===== config.mk =====
export PLATFORM = sky130hd
export DESIGN_NAME = bin2bcd_param
export DESIGN_NICKNAME = d
export VERILOG_FILES = /design/src/rtl/bin2bcd_param.sv
export SDC_FILE = /design/constraint.sdc
export NUM_CORES = 1
export LEC_CHECK = 0
export ABC_AREA = 1
export CORE_ASPECT_RATIO = 1.25
export CORE_UTILIZATION = 40
export DETAILED_ROUTE_END_ITERATION = 8
export GPL_TIMING_DRIVEN = 0
export SLEW_MARGIN = 20
export SYNTH_ARGS = -nofsm -noshare
export SYNTH_HDL_FRONTEND = slang
export SYNTH_SLANG_ARGS = --single-unit

===== constraint.sdc =====
create_clock -name i_clk -period 1.4 [get_ports i_clk]
set_input_delay 0.14 -clock i_clk [delete_from_list [all_inputs] [get_ports i_clk]]
set_output_delay 0.14 -clock i_clk [all_outputs]
set_load 0.02 [all_outputs]

===== src/rtl/bin2bcd_param.sv =====
// Sequential double-dabble binary-to-BCD converter with leading-zero
// blanking mask and overflow flag for results wider than DIGITS digits.
module bin2bcd_param #(
    parameter int BIN_WIDTH = 10,
    parameter int DIGITS    = 4
) (
    input  logic                  i_clk,
    input  logic                  i_reset,
    input  logic                  i_start,
    input  logic [BIN_WIDTH-1:0]  i_bin,
    output logic                  o_ready,
    output logic                  o_done_tick,
    output logic [4*DIGITS-1:0]   o_bcd,
    output logic [DIGITS-1:0]     o_blank,
    output logic                  o_overflow
);

    localparam int CW = $clog2(BIN_WIDTH + 1);
    localparam logic [DIGITS-1:0] BLANK_RST = {DIGITS{1'b1}} << 1;

    typedef enum logic [1:0] {
        S_IDLE,
        S_OP,
        S_DONE
    } state_t;

    state_t                 r_state;
    state_t                 w_state_next;
    logic [BIN_WIDTH-1:0]   r_sh;
    logic [BIN_WIDTH-1:0]   w_sh_next;
    logic [BIN_WIDTH-1:0]   w_sh_shift;
    logic [4*DIGITS-1:0]    r_dig;
    logic [4*DIGITS-1:0]    w_dig_adj;
    logic [4*DIGITS-1:0]    w_dig_shift;
    logic [4*DIGITS-1:0]    w_dig_next;
    logic [CW-1:0]          r_cnt;
    logic [CW-1:0]          w_cnt_next;
    logic                   r_ovf;
    logic                   w_ovf_next;
    logic                   w_top;
    logic                   w_load_out;
    logic [DIGITS-1:0]      w_blank_next;
    logic [4*DIGITS-1:0]    r_bcd;
    logic [DIGITS-1:0]      r_blank;
    logic                   r_overflow;

    // Add-3 correction on every digit that would reach 10 after doubling
    always_comb begin
        w_dig_adj = r_dig;
        for (int i = 0; i < DIGITS; i++) begin
            if (r_dig[4*i +: 4] >= 4'd5) begin
                w_dig_adj[4*i +: 4] = r_dig[4*i +: 4] + 4'd3;
            end
        end
    end

    assign w_top       = w_dig_adj[4*DIGITS-1];
    assign w_dig_shift = {w_dig_adj[4*DIGITS-2:0], r_sh[BIN_WIDTH-1]};
    assign w_sh_shift  = r_sh << 1;

    always_comb begin
        logic v_zero;
        v_zero       = 1'b1;
        w_blank_next = '0;
        for (int i = DIGITS - 1; i >= 1; i--) begin
            v_zero          = v_zero & (w_dig_shift[4*i +: 4] == 4'd0);
            w_blank_next[i] = v_zero;
        end
    end

    always_comb begin
        w_state_next = r_state;
        w_sh_next    = r_sh;
        w_dig_next   = r_dig;
        w_cnt_next   = r_cnt;
        w_ovf_next   = r_ovf;
        w_load_out   = 1'b0;
        case (r_state)
            S_IDLE: begin
                if (i_start) begin
                    w_sh_next    = i_bin;
                    w_dig_next   = '0;
                    w_cnt_next   = CW'(BIN_WIDTH);
                    w_ovf_next   = 1'b0;
                    w_state_next = S_OP;
                end
            end
            S_OP: begin
                w_sh_next  = w_sh_shift;
                w_dig_next = w_dig_shift;
                w_cnt_next = r_cnt - CW'(1);
                w_ovf_next = r_ovf | w_top;
                if (r_cnt == CW'(1)) begin
                    w_state_next = S_DONE;
                    w_load_out   = 1'b1;
                end
            end
            S_DONE: begin
                w_state_next = S_IDLE;
            end
            default: begin
                w_state_next = S_IDLE;
            end
        endcase
    end

    always_ff @(posedge i_clk) begin
        if (i_reset) begin
            r_state    <= S_IDLE;
            r_sh       <= '0;
            r_dig      <= '0;
            r_cnt      <= '0;
            r_ovf      <= 1'b0;
            r_bcd      <= '0;
            r_blank    <= BLANK_RST;
            r_overflow <= 1'b0;
        end else begin
            r_state <= w_state_next;
            r_sh    <= w_sh_next;
            r_dig   <= w_dig_next;
            r_cnt   <= w_cnt_next;
            r_ovf   <= w_ovf_next;
            // Results change only on the edge that enters DONE
            if (w_load_out) begin
                r_bcd      <= w_dig_shift;
                r_blank    <= w_blank_next;
                r_overflow <= r_ovf | w_top;
            end
        end
    end

    assign o_ready     = (r_state == S_IDLE);
    assign o_done_tick = (r_state == S_DONE);
    assign o_bcd       = r_bcd;
    assign o_blank     = r_blank;
    assign o_overflow  = r_overflow;

endmodule

* Word level (Yosys, flattened, before mapping)
Cells that the tools add are included.
** Operators by class
- Reduce and logical (&&, ||, !) cells :: 7
- Bitwise gates (word level) :: 3
- Muxes and demuxes :: 17
- Add/sub/neg operators :: 5
- Order comparisons :: 4
- Equal/unequal tests :: 5
** Operator list (number)
- $pmux 16 s2 :: 1
- $mux 4 :: 5
- $pmux 10 s2 :: 1
- $add 4x2->4 const B :: 4
- $ge 4x3->1 const B :: 4
- $mux 16 :: 1
- $logic_not 4->1 :: 3
- $mux 10 :: 1
- $pmux 4 s2 :: 1
- $eq 4x1->1 const B :: 1
- $mux 2 :: 2
- $ne 2x2->1 const B :: 2
- $pmux 2 s2 :: 1
- $reduce_and 2->1 :: 2
- $sub 4x1->4 const B :: 1
- $mux 1 :: 3
- $and 1x1->1 :: 2
- $eq 2x1->1 const B :: 1
- $eq 2x2->1 const B :: 1
- $logic_not 2->1 :: 1
- $pmux 1 s2 :: 1
- $reduce_bool 2->1 :: 1
- $or 1x1->1 :: 1
** Storage, ports and cells
- Input bits :: 13
- Logic and storage cells :: 49
- Register bits after elaboration :: 53

* Longest topological paths before layout
Gate-level depths: netlist (run 1).
- Depth in word-level cells :: 5
- Gate-level depth with buffers :: 11
- Depth with buffers taken out :: 11

* Worst setup path before layout (run 1)
Ideal clock, no wire load.
- Path type :: flip-flop to flip-flop
- From :: register r_state[0]
- To :: register r_sh[5]
- Arrival time :: 1359 ps
- Stages on the path, launching flop included :: 10
- Setup slack :: -69 ps
- Period minus slack after synthesis :: 1469 ps
- Library setup time :: 110 ps
- Path through :: dfxtp_1 > nor2_1 > nand2_1 > inv_1 > nor2_1 > buf_2 > a22oi_1 > nand2_1 > nand2_1 > inv_1
** Between the ends
- Longest elaborated chain between the ends :: 3
- Elaborated cells between the ends (all ways) :: 6
- Those cells by class :: 2 x eq/ne; 1 x mux; 3 x reduce/logical
** Ends and longest elaborated chain
- from (decl) :: RTL line 27 : state_t r_state;
- from (signal assigned) :: RTL line 118 : r_state <= w_state_next;
- $logic_not 2->1 (*)
- net o_ready :: RTL line 11 : output logic o_ready,
- $ne 2x2->1 (no source line) or $reduce_bool 2->1 (tied branches)
- $reduce_and 2->1 (no source line)
- to (signal assigned) :: RTL line 119 : r_sh <= w_sh_next;
- to (decl) :: RTL line 29 : logic [BIN_WIDTH-1:0] r_sh;
The timed path passes the listed nets; every way through them passes the cells marked *.
A chain may end at the register's enable or synchronous reset.

* Worst setup path in the final report (run 1)
- From :: register r_dig[8]
- To :: register r_bcd[10] (netlist: o_bcd[10])
** Between the ends
- Longest elaborated chain between the ends :: 2
- Elaborated cells between the ends (all ways) :: 3
- Those cells by class :: 1 x add/sub; 1 x order compare; 1 x mux
** Ends and longest elaborated chain
- from (decl) :: RTL line 32 : logic [4*DIGITS-1:0] r_dig;
- from (signal assigned) :: RTL line 120 : r_dig <= w_dig_next;
- $add 4x2->4 or $ge 4x3->1 (tied branches) :: RTL line 52, 51
- $mux 4 (*) :: RTL line 51 : if (r_dig[4*i +: 4] >= 4'd5) begin
- to (signal assigned) :: RTL line 125 : r_bcd <= w_dig_shift;
- to (decl) :: RTL line 43 : logic [4*DIGITS-1:0] r_bcd;
Every way passes the cells marked *; elsewhere a longest branch is shown, timed or not.

==> results of run 1 <==
-- sequential cells by signal (all words and copies together) (netlist names) --
| register | flops |
|---|---|
| o_blank | 3 |
| o_overflow | 1 |
| r_sh | 10 |
| r_state | 2 |
| r_dig | 16 |
| r_cnt | 4 |
| r_ovf | 1 |
| o_bcd | 16 |
-- layer usage --
layer / GRT usage (%) / wire length [um]
met2: 33.2 / 3260
met5: 0 / 0
met1: 23.8 / 2690
met4: 4.41 / 69
met3: 3.14 / 270
-- power by group through the flow --
stage / combinational, uW / clock (uW) / sequential (uW)
final: 376 / 1010 / 1580
after global routing: 418 / 1100 / 1590
after CTS: 337 / 1060 / 1580
after detailed placement: 328 / 0 / 1620
after global placement: 326 / 0 / 1620
after floorplan: 194 / 0 / 1620
-- through the flow --
| stage | util (%) | setup TNS (ns) | hold WS (ns) |
|---|---|---|---|
| after floorplan | - | 0 | 0.288 |
| after global placement | 49.4 | -3.39 | 0.452 |
| after detailed placement | 49.4 | -3.38 | 0.455 |
| after CTS | 53.0 | 0 | 0.257 |
| after global routing | 56.4 | -0.163 | 0.284 |
| final | 56.4 | 0 | 0.261 |
-- layout make-up --
type                    instances  area [um2]  area share (%)
flip-flops and latches         53        1080            32.5
inverters                      42         168            5.04
plain buffers                  16         101            3.05
repair buffers                 42         393            11.8
clock buffers                   5        68.8            2.07
multi-input cells             251        1380            41.4
well taps                      82         103            3.09
clock inverters                 2        35.0            1.05
-- worst max-delay path by stage --
stage | start | to | slack, ns | depth (start not counted)
finish | r_dig[8]$_SDFFE_PP0P_ | o_bcd[10]$_SDFFE_PP0P_ | 0.02 | 7
global route | r_dig[10]$_SDFFE_PP0P_ | o_blank[1]$_SDFFE_PP1P_ | -0.05 | 6
CTS | r_dig[9]$_SDFFE_PP0P_ | o_blank[1]$_SDFFE_PP1P_ | 0.0001 | 11
detailed placement | r_cnt[1]$_SDFFE_PP0P_ | o_bcd[12]$_SDFFE_PP0P_ | -0.24 | 9
global placement | r_cnt[1]$_SDFFE_PP0P_ | o_bcd[12]$_SDFFE_PP0P_ | -0.25 | 9
floorplan | r_state[0]$_SDFFE_PP0P_ | r_sh[5]$_SDFFE_PP0P_ | 0.05 | 9
-- critical path: cells and delay by family, from the launching register on --
kind,cells,cell delay [ns]
AO/OA/AOI/OAI,1,0.07
adder cells (fa/ha/maj),1,0.17
buffers and inverters,2,0.31
flip-flops,1,0.34
AND/OR/NAND/NOR,3,0.35
-- synthesized netlist by cell type (all sizes together), types with 2 or more instances --
cell type | instances | area share, %
nor2 | 20 | 3.4
nand4 | 7 | 1.8
nand2 | 130 | 20
nand3 | 15 | 3.0
buf | 9 | 1.9
o21ai | 14 | 2.8
clkbuf | 7 | 1.1
a31oi | 8 | 2.0
dfxtp | 53 | 43
inv | 41 | 6.2
a21oi | 41 | 8.3
a22oi | 2 | 0.61
ha | 10 | 5.0
-- cell families (layout without fill, tap and decap cells) --
family,count (synthesis),count (layout)
and+or+nand+nor,172,172
AOI/OAI and AO/OA,67,67
buffers and inverters,58,107
DFF,53,53
adders and majority gates,10,10
other,1,1
xor gates and xnor gates,1,1
-- timing repair --
action | CTS | global route
resized for setup | 49 | 68
buffers inserted | 7 | 2
pin swaps | 6 | 18
hold endpoints to repair | 0 | 0
setup endpoints to repair | 51 | 52
cloned | 0 | 0
==> qor.yml, run 1 <==
pwr:
  comb_power_share_pct: 12.6
  leakage_uw: 0.00158
  intPower_uw: 2220
  p_seq_share_pct: 53.3
  ir_worst_vdd_v: 0.000549
  switching_power_uw: 754
  p_clk_share_pct: 34.1
  total_power_uw: 2970
  power_density_nw_per_um2: 894
  switching_share_pct: 25.4
drt:
  wl_mm: 6.29
  dr.pass1.iters: 5
  avgViaCountPerCell: 4.89
  ant_nets: 0
  drcViolationCount: 0
  drt_iter0_drc: 93
  drt-wirelength-per-cell_um: 12.8
  vias: 2412
critical_path:
  critPathMostFrequentCell: "buf_4"
  critPathKind: "reg2reg"
  r2r-end: "o_bcd[10]$_SDFFE_PP0P_"
  worstPathArrival_ns: 1.54
  r2r_slack_ns: 0.02
  critPathMaxStageDelay_ns: 0.34
  r2r_start: "r_dig[8]$_SDFFE_PP0P_"
  startpoint_type: "register"
  endpoint_kind: "register"
  cp_slowest_cell: "dfxtp_2"
  cp_data_required_time_ns: 1.57
  path_cells: "buf_4 > ha_2 > nand2_2 > nand4_1 > buf_4 > nand3_1 > a21oi_1"
  reg2regPathDepth: 7
  crit_fanout: 4
layout:
  final_cell_mix: "nand2_1, dfxtp_1, a21oi_1, inv_1, dlygate4sd2_1"
  drive_gt1_share_pct: 22.9
  antenna_cells: 0
  finalInstanceArea_um2: 3320
  syn_to_final_growth_pct: 34.1
  finalNonFillerCells: 493
  nNetsFinal: 434
  final_common_cell: "nand2_1"
  fillerInstances: 610
sta:
  hold_violations: 0
  finalCritPeriodShare_pct: 98.2
  setup_slack_ns: 0.0245
  rsz0062_at_grt: "yes"
  slew_violations: 0
  setup_violations: 0
  tightestPinTransition_ns: 0.552
  fmax_ghz: 0.727
  period_minus_slack_ns: 1.38
  max_slew_margin_pct: 63.2
  finClkSkew_ns: 0.00668
cts:
  clk_pin_slew_ns: 0.10
  cts.sinks: 53
  clock_latency_ns: 0.30
  clk_path_buf_depth: 2
  h-tree-depth: 2
  tritoncts: "yes"
  cts_hold_buf: 0
  cts_root_buf: "clkbuf_8"
  cts_buffers: 5
min_path:
  worstHoldStart: "i_reset"
  hold-path-cell-count: 2
  hold_path.class: "in2reg"
  holdPathEnd: "r_cnt[1]$_SDFFE_PP0P_"
die:
  die_area_um2: 6520
  start_util_pct: 42.0
  die_w_um: 72.4
  core_um2: 5900
  rows: 31
  pin_count: 36
  die_h_um: 90.0
logic_synthesis:
  syn_avg_cell_area_um2: 6.85
  ys_ff_latch: 53
  syn_nets: 385
  synthXorXnorAreaFrac_pct: 0.353
  ys.warnings.count: 0
  synth_fa_ha_area_share_pct: 5.05
  syn_area_um2: 2480
  synth_edf_count: 0
  synth_top_family_by_area: "simple AND/OR/NAND/NOR gates"
  synth_seq_area_share_pct: 42.8
  synth_compound_area_share_pct: 14.4
  async_flop_share_pct: 0
  synthMuxAreaShare_pct: 0
  synthSimpleGateAreaFrac_pct: 27.9
  syn_inst: 362
  synth_top_flop_cell: "dfxtp_1"
  ys_types: 22
grt:
  antenna_found_initial: 0
  grt_max_degree: 16
  grt_pass1_vias: 2103
  grt_use_total_pct: 19.0
  grt_first_pass_wirelength_mm: 9.66
  grt-ovfl-total: 0
placed_design:
  gp_congestion: 0.806
  dp_cells: 477
  dpl_cell_area_um2: 2910
  dp_hpwl_mm: 4.11
  io_buffers: 33
  pre_cts_ws_ns: -0.240
run:
  drv_cap: 0
run_status:
  outcome: "completed"
(Power assumes the default switching activity.)
==> inputs of run 2 (changes only) <==
--- a/config.mk
+++ b/config.mk
@@ -7,6 +7,7 @@
 export LEC_CHECK = 0
 export ABC_AREA = 1
 export CORE_ASPECT_RATIO = 1.25
+export CORE_MARGIN = 10
 export CORE_UTILIZATION = 40
 export DETAILED_ROUTE_END_ITERATION = 8
 export GPL_TIMING_DRIVEN = 0
==> constraint.sdc (replaced) <==
create_clock -name i_clk -period 1.8 [get_ports i_clk]
set_input_delay 0.18 -clock i_clk [delete_from_list [all_inputs] [get_ports i_clk]]
set_output_delay 0.18 -clock i_clk [all_outputs]
set_load 0.02 [all_outputs]
==> run 2 against run 1 <==
Sequential power decreased by 22%; first-iteration DRC count decreased by 7.5%; power decreased by 22%; global-route usage decreased by 6.0 points; clock skew increased by 0.0014 ns; sequential cell count unchanged; largest cell class unchanged; sequential share of layout area increased by 2.3 points; register-to-register slack improved by 0.19 ns; non-clock buffer count decreased by 9; largest power group unchanged; critical path depth decreased by 4.
==> qor.yml, run 2 (synthesized netlist as in run 1, its figures left out) <==
cts:
  clk_path_buf_depth: 2
  clk_pin_slew_ns: 0.10
  cts_root_buf: "clkbuf_8"
  tritoncts: "yes"
  cts_buffers: 5
  post_cts_buffers: 0
  cts_hold_buf: 0
  clock_latency_ns: 0.31
  cts.sinks: 53
  cts-resized-gates: 0
  h-tree-depth: 2
run_status:
  outcome: "completed"
grt:
  grt_first_pass_wirelength_mm: 10.4
  antenna_found_initial: 0
  grt_max_degree: 17
  grt_use_total_pct: 12.9
  grt_pass1_vias: 2219
  grt-ovfl-total: 0
drt:
  drcViolationCount: 0
  vias: 2310
  wl_mm: 6.11
  avgViaCountPerCell: 4.73
  dr.pass1.iters: 4
  drt_iter0_drc: 86
  ant_nets: 0
  drt-wirelength-per-cell_um: 12.5
layout:
  final_common_cell: "nand2_1"
  multi_input_area_um2: 1190
  fillerInstances: 659
  nNetsFinal: 425
  antenna_cells: 0
  finalInstanceArea_um2: 3050
  final_cell_mix: "nand2_1, dfxtp_1, a21oi_1, inv_1, clkdlybuf4s50_1"
  regArea_um2: 1060
  syn_to_final_growth_pct: 22.9
  drive_gt1_share_pct: 5.46
pwr:
  ir_worst_vdd_v: 0.000411
  power_density_nw_per_um2: 765
  leakage_uw: 0.00128
die:
  pin_count: 36
  start_util_pct: 40.7
  rows: 32
  die_w_um: 90.4
  die_h_um: 108
  die_area_um2: 9760
  core_um2: 6090
sta:
  whs_ns: 0.317
  max_slew_margin_pct: 62.6
  hold_violations: 0
  setup_violations: 0
  period_minus_slack_ns: 1.64
  finalCritPeriodShare_pct: 90.9
  slew_violations: 0
  tightestPinTransition_ns: 0.561
  rsz0062_at_grt: "no"
  tns_ns: 0
  fmax_ghz: 0.611
  finClkSkew_ns: 0.00806
min_path:
  holdPathEnd: "r_state[0]$_SDFFE_PP0P_"
  hold_path.class: "in2reg"
  worstHoldStart: "i_reset"
  hold-path-cell-count: 2
critical_path:
  path_cells: "inv_1 > nor2_1 > clkdlybuf4s50_1"
  cp_slowest_cell: "clkdlybuf4s50_1"
  worstPathArrival_ns: 1.46
  reg2regPathDepth: 9
  critPathKind: "reg2out"
  startpoint_type: "register"
  r2r_slack_ns: 0.21
  critPathMaxStageDelay_ns: 0.61
  r2r_start: "r_cnt[1]$_SDFFE_PP0P_"
  r2r-end: "o_bcd[14]$_SDFFE_PP0P_"
  cp_data_required_time_ns: 1.62
  crit_fanout: 3
  endpoint_kind: "output pin"
run:
  drv_cap: 0
placed_design:
  dp_hpwl_mm: 4.46
  io_buffers: 33
  dpl_cell_area_um2: 2920
  gp_congestion: 0.831
[run 2: critical path: cells and delay by family, from the launching register on]
family | cells | cell delay [ns]
buf+inv | 2 | 0.66
flops | 1 | 0.41
simple gates | 1 | 0.08
[run 2: final cells by class]
| cell class | count | area share [%] |
|---|---|---|
| clock buffers | 6 | 2.71 |
| plain buffers | 16 | 2.59 |
| flip-flops and latches | 53 | 34.8 |
| well taps | 85 | 3.49 |
| repair buffers | 33 | 10.8 |
| multi-input cells | 251 | 39.0 |
| inverters | 42 | 5.30 |
| clock inverters | 2 | 1.23 |
[run 2: worst max path at each step]
stage	startpoint	to	slack [ns]
after floorplan	r_state[0]$_SDFFE_PP0P_	r_sh[5]$_SDFFE_PP0P_	0.33
after global placement	r_cnt[1]$_SDFFE_PP0P_	o_bcd[13]$_SDFFE_PP0P_	0.18
after detailed placement	r_cnt[1]$_SDFFE_PP0P_	o_bcd[14]$_SDFFE_PP0P_	0.16
after CTS	r_state[1]$_SDFFE_PP0P_	o_done_tick	0.13
after global routing	r_state[1]$_SDFFE_PP0P_	o_done_tick	0.02
final	r_state[1]$_SDFFE_PP0P_	o_done_tick	0.16
[run 2: per-layer routing]
metal	part of all wire [%]	track usage, %	vias up	wire length (um)
met1	45	14.8	1039	2750
met2	50	23.3	34	3030
met5	0	0	-	0
li1	-	-	1230	-
met3	3.8	2.91	7	234
met4	1.6	4.33	0	96
[run 2: stage by stage]
step	setup WS, ns	instances	power [uW]	util (%)
final	0.163	488	2330	50.1
after CTS	0.133	488	2360	49.9
after global placement	0.184	480	1510	47.9
after detailed placement	0.161	480	1510	47.9
after global routing	0.0167	488	2450	50.1
after floorplan	0.331	362	1410	-
[run 2: power by group]
group / switching [uW] / total (uW) / internal (uW)
logic: 160 / 252 / 91.3
clock network: 398 / 851 / 453
registers: 20.7 / 1230 / 1210
==> inputs of run 3 (changes only) <==
==> constraint.sdc (replaced) <==
create_clock -name i_clk -period 1.65 [get_ports i_clk]
set_input_delay 0.165 -clock i_clk [delete_from_list [all_inputs] [get_ports i_clk]]
set_output_delay 0.165 -clock i_clk [all_outputs]
set_load 0.02 [all_outputs]
==> run 3 against run 2 <==
Final area is 1.7% higher; sequential power is 9% higher; sequential share of layout area decreased by 0.51 points; power increased by 9.6%; utilization grew 0.86 points; largest cell class unchanged; clock-buffer cell count is the same; sequential cell count unchanged; combinational power grew 11%.
==> qor.yml, run 3 (synthesized netlist as in run 1, its figures left out) <==
run_status:
  outcome: "completed"
drt:
  wl_mm: 6.15
  dr.pass1.iters: 4
  drt_iter0_drc: 92
  ant_nets: 0
  vias: 2329
  drt-wirelength-per-cell_um: 12.5
  avgViaCountPerCell: 4.73
  drcViolationCount: 0
placed_design:
  dpl_cell_area_um2: 2920
  io_buffers: 33
  dp_hpwl_mm: 4.46
  gp_congestion: 0.831
layout:
  drive_gt1_share_pct: 7.37
  final_common_cell: "nand2_1"
  fillerInstances: 650
  syn_to_final_growth_pct: 25.0
  finalInstanceArea_um2: 3100
  nNetsFinal: 429
  antenna_cells: 0
  final_cell_mix: "nand2_1, dfxtp_1, a21oi_1, inv_1, clkdlybuf4s50_1"
critical_path:
  worstPathArrival_ns: 1.73
  path_cells: "inv_1 > ha_1 > inv_1 > o21ai_0 > nand2_1 > xor2_1 > nand2_1 > a21oi_1"
  r2r_slack_ns: 0.16
  cp_data_required_time_ns: 1.89
  endpoint_kind: "register"
  cp_slowest_cell: "dfxtp_1"
  critPathKind: "reg2reg"
  critPathTopFamily: "flip-flops"
  critPathMaxStageDelay_ns: 0.43
  path_buf_inv: 2
  crit_fanout: 5
  startpoint_type: "register"
cts:
  clk_pin_slew_ns: 0.10
  cts_buffers: 5
  cts.sinks: 53
  clk_path_buf_depth: 2
  clock_latency_ns: 0.31
  h-tree-depth: 2
  cts_root_buf: "clkbuf_8"
  tritoncts: "yes"
sta:
  hold_violations: 0
  max_slew_margin_pct: 62.7
  fmax_ghz: 0.673
  tightestPinTransition_ns: 0.560
  rsz0062_at_grt: "yes"
  setup_violations: 0
  finalCritPeriodShare_pct: 90.0
  period_minus_slack_ns: 1.49
  whs_ns: 0.288
  slew_violations: 0
  finClkSkew_ns: 0.00917
grt:
  antenna_found_initial: 0
  grt_pass1_vias: 2219
  grt_use_total_pct: 12.9
  grt_max_degree: 17
  grt-ovfl-total: 0
  grt_first_pass_wirelength_mm: 10.4
pwr:
  total_power_uw: 2560
  switching_share_pct: 25.0
  comb_power_share_pct: 11.0
  intPower_uw: 1920
  p_clk_share_pct: 36.5
  power_density_nw_per_um2: 825
  p_seq_share_pct: 52.5
  switching_power_uw: 638
  leakage_uw: 0.00132
  ir_worst_vdd_v: 0.000455
die:
  die_area_um2: 9760
  start_util_pct: 40.7
  pin_count: 36
  die_h_um: 108
  core_um2: 6090
  rows: 32
  die_w_um: 90.4
min_path:
  hold_path.class: "in2reg"
run:
  drv_cap: 0
run 3: cell types whose count changed in the layout (fill, tap and decap cells not counted), moves of 2 or more:
cell             change
clkdlybuf4s50_1      -2
dfxtp_2              +2
buf_6                +2
dfxtp_1              -2
buf_4                +4
run 3: layout make-up:
class	instances	area, um2	share of cell area [%]
multi-input combinational	251	1200	38.7
sequential	53	1060	34.3
timing repair buffer	37	362	11.7
inverter	42	160	5.17
tap	85	106	3.43
buffer	16	88.8	2.87
clock buffer	6	82.6	2.66
clock inverter	2	37.5	1.21
run 3: routing by layer:
layer  global-route usage (%)  vias up  share of wire [%]
met3                     2.91        7                3.7
met4                     4.33        0                1.5
met1                     14.8     1052                 45
met5                        0        -                  0
met2                     23.3       34                 49
li1                         -     1236                  -
run 3: power by group through the flow:
stage,clock network [uW],logic (uW),registers (uW)
after floorplan,0,164,1370
after global placement,0,275,1370
after detailed placement,0,277,1370
after CTS,959,279,1340
after global routing,1010,318,1350
final,933,280,1340
run 3: stage by stage:
step	utilization [%]	setup WS, ns	instances	TNS, ns
2_1_floorplan	-	0.181	362	0
3_3_place_gp	47.9	0.0344	480	0
3_5_place_dp	47.9	0.0111	480	0
4_1_cts	49.9	0.0358	488	0
5_1_grt	50.9	-0.0162	492	-0.0162
6_report	50.9	0.164	492	0
run 3: what timing repair did:
action / CTS / global route
gates resized for setup: 3 / 15
buffers inserted: 0 / 4
cloned: 0 / 0
hold buffers: 0 / 0
setup endpoints to repair: 4 / 15
run 3: final timing paths:
check,from,endpoint,cells after the start
setup / recovery,r_dig[0]$_SDFFE_PP0P_,r_dig[1]$_SDFFE_PP0P_,8
hold / removal,i_reset,r_state[0]$_SDFFE_PP0P_,2
setup reg to reg,r_dig[0]$_SDFFE_PP0P_,r_dig[1]$_SDFFE_PP0P_,8
hold reg to reg,r_dig[13]$_SDFFE_PP0P_,r_dig[13]$_SDFFE_PP0P_,2
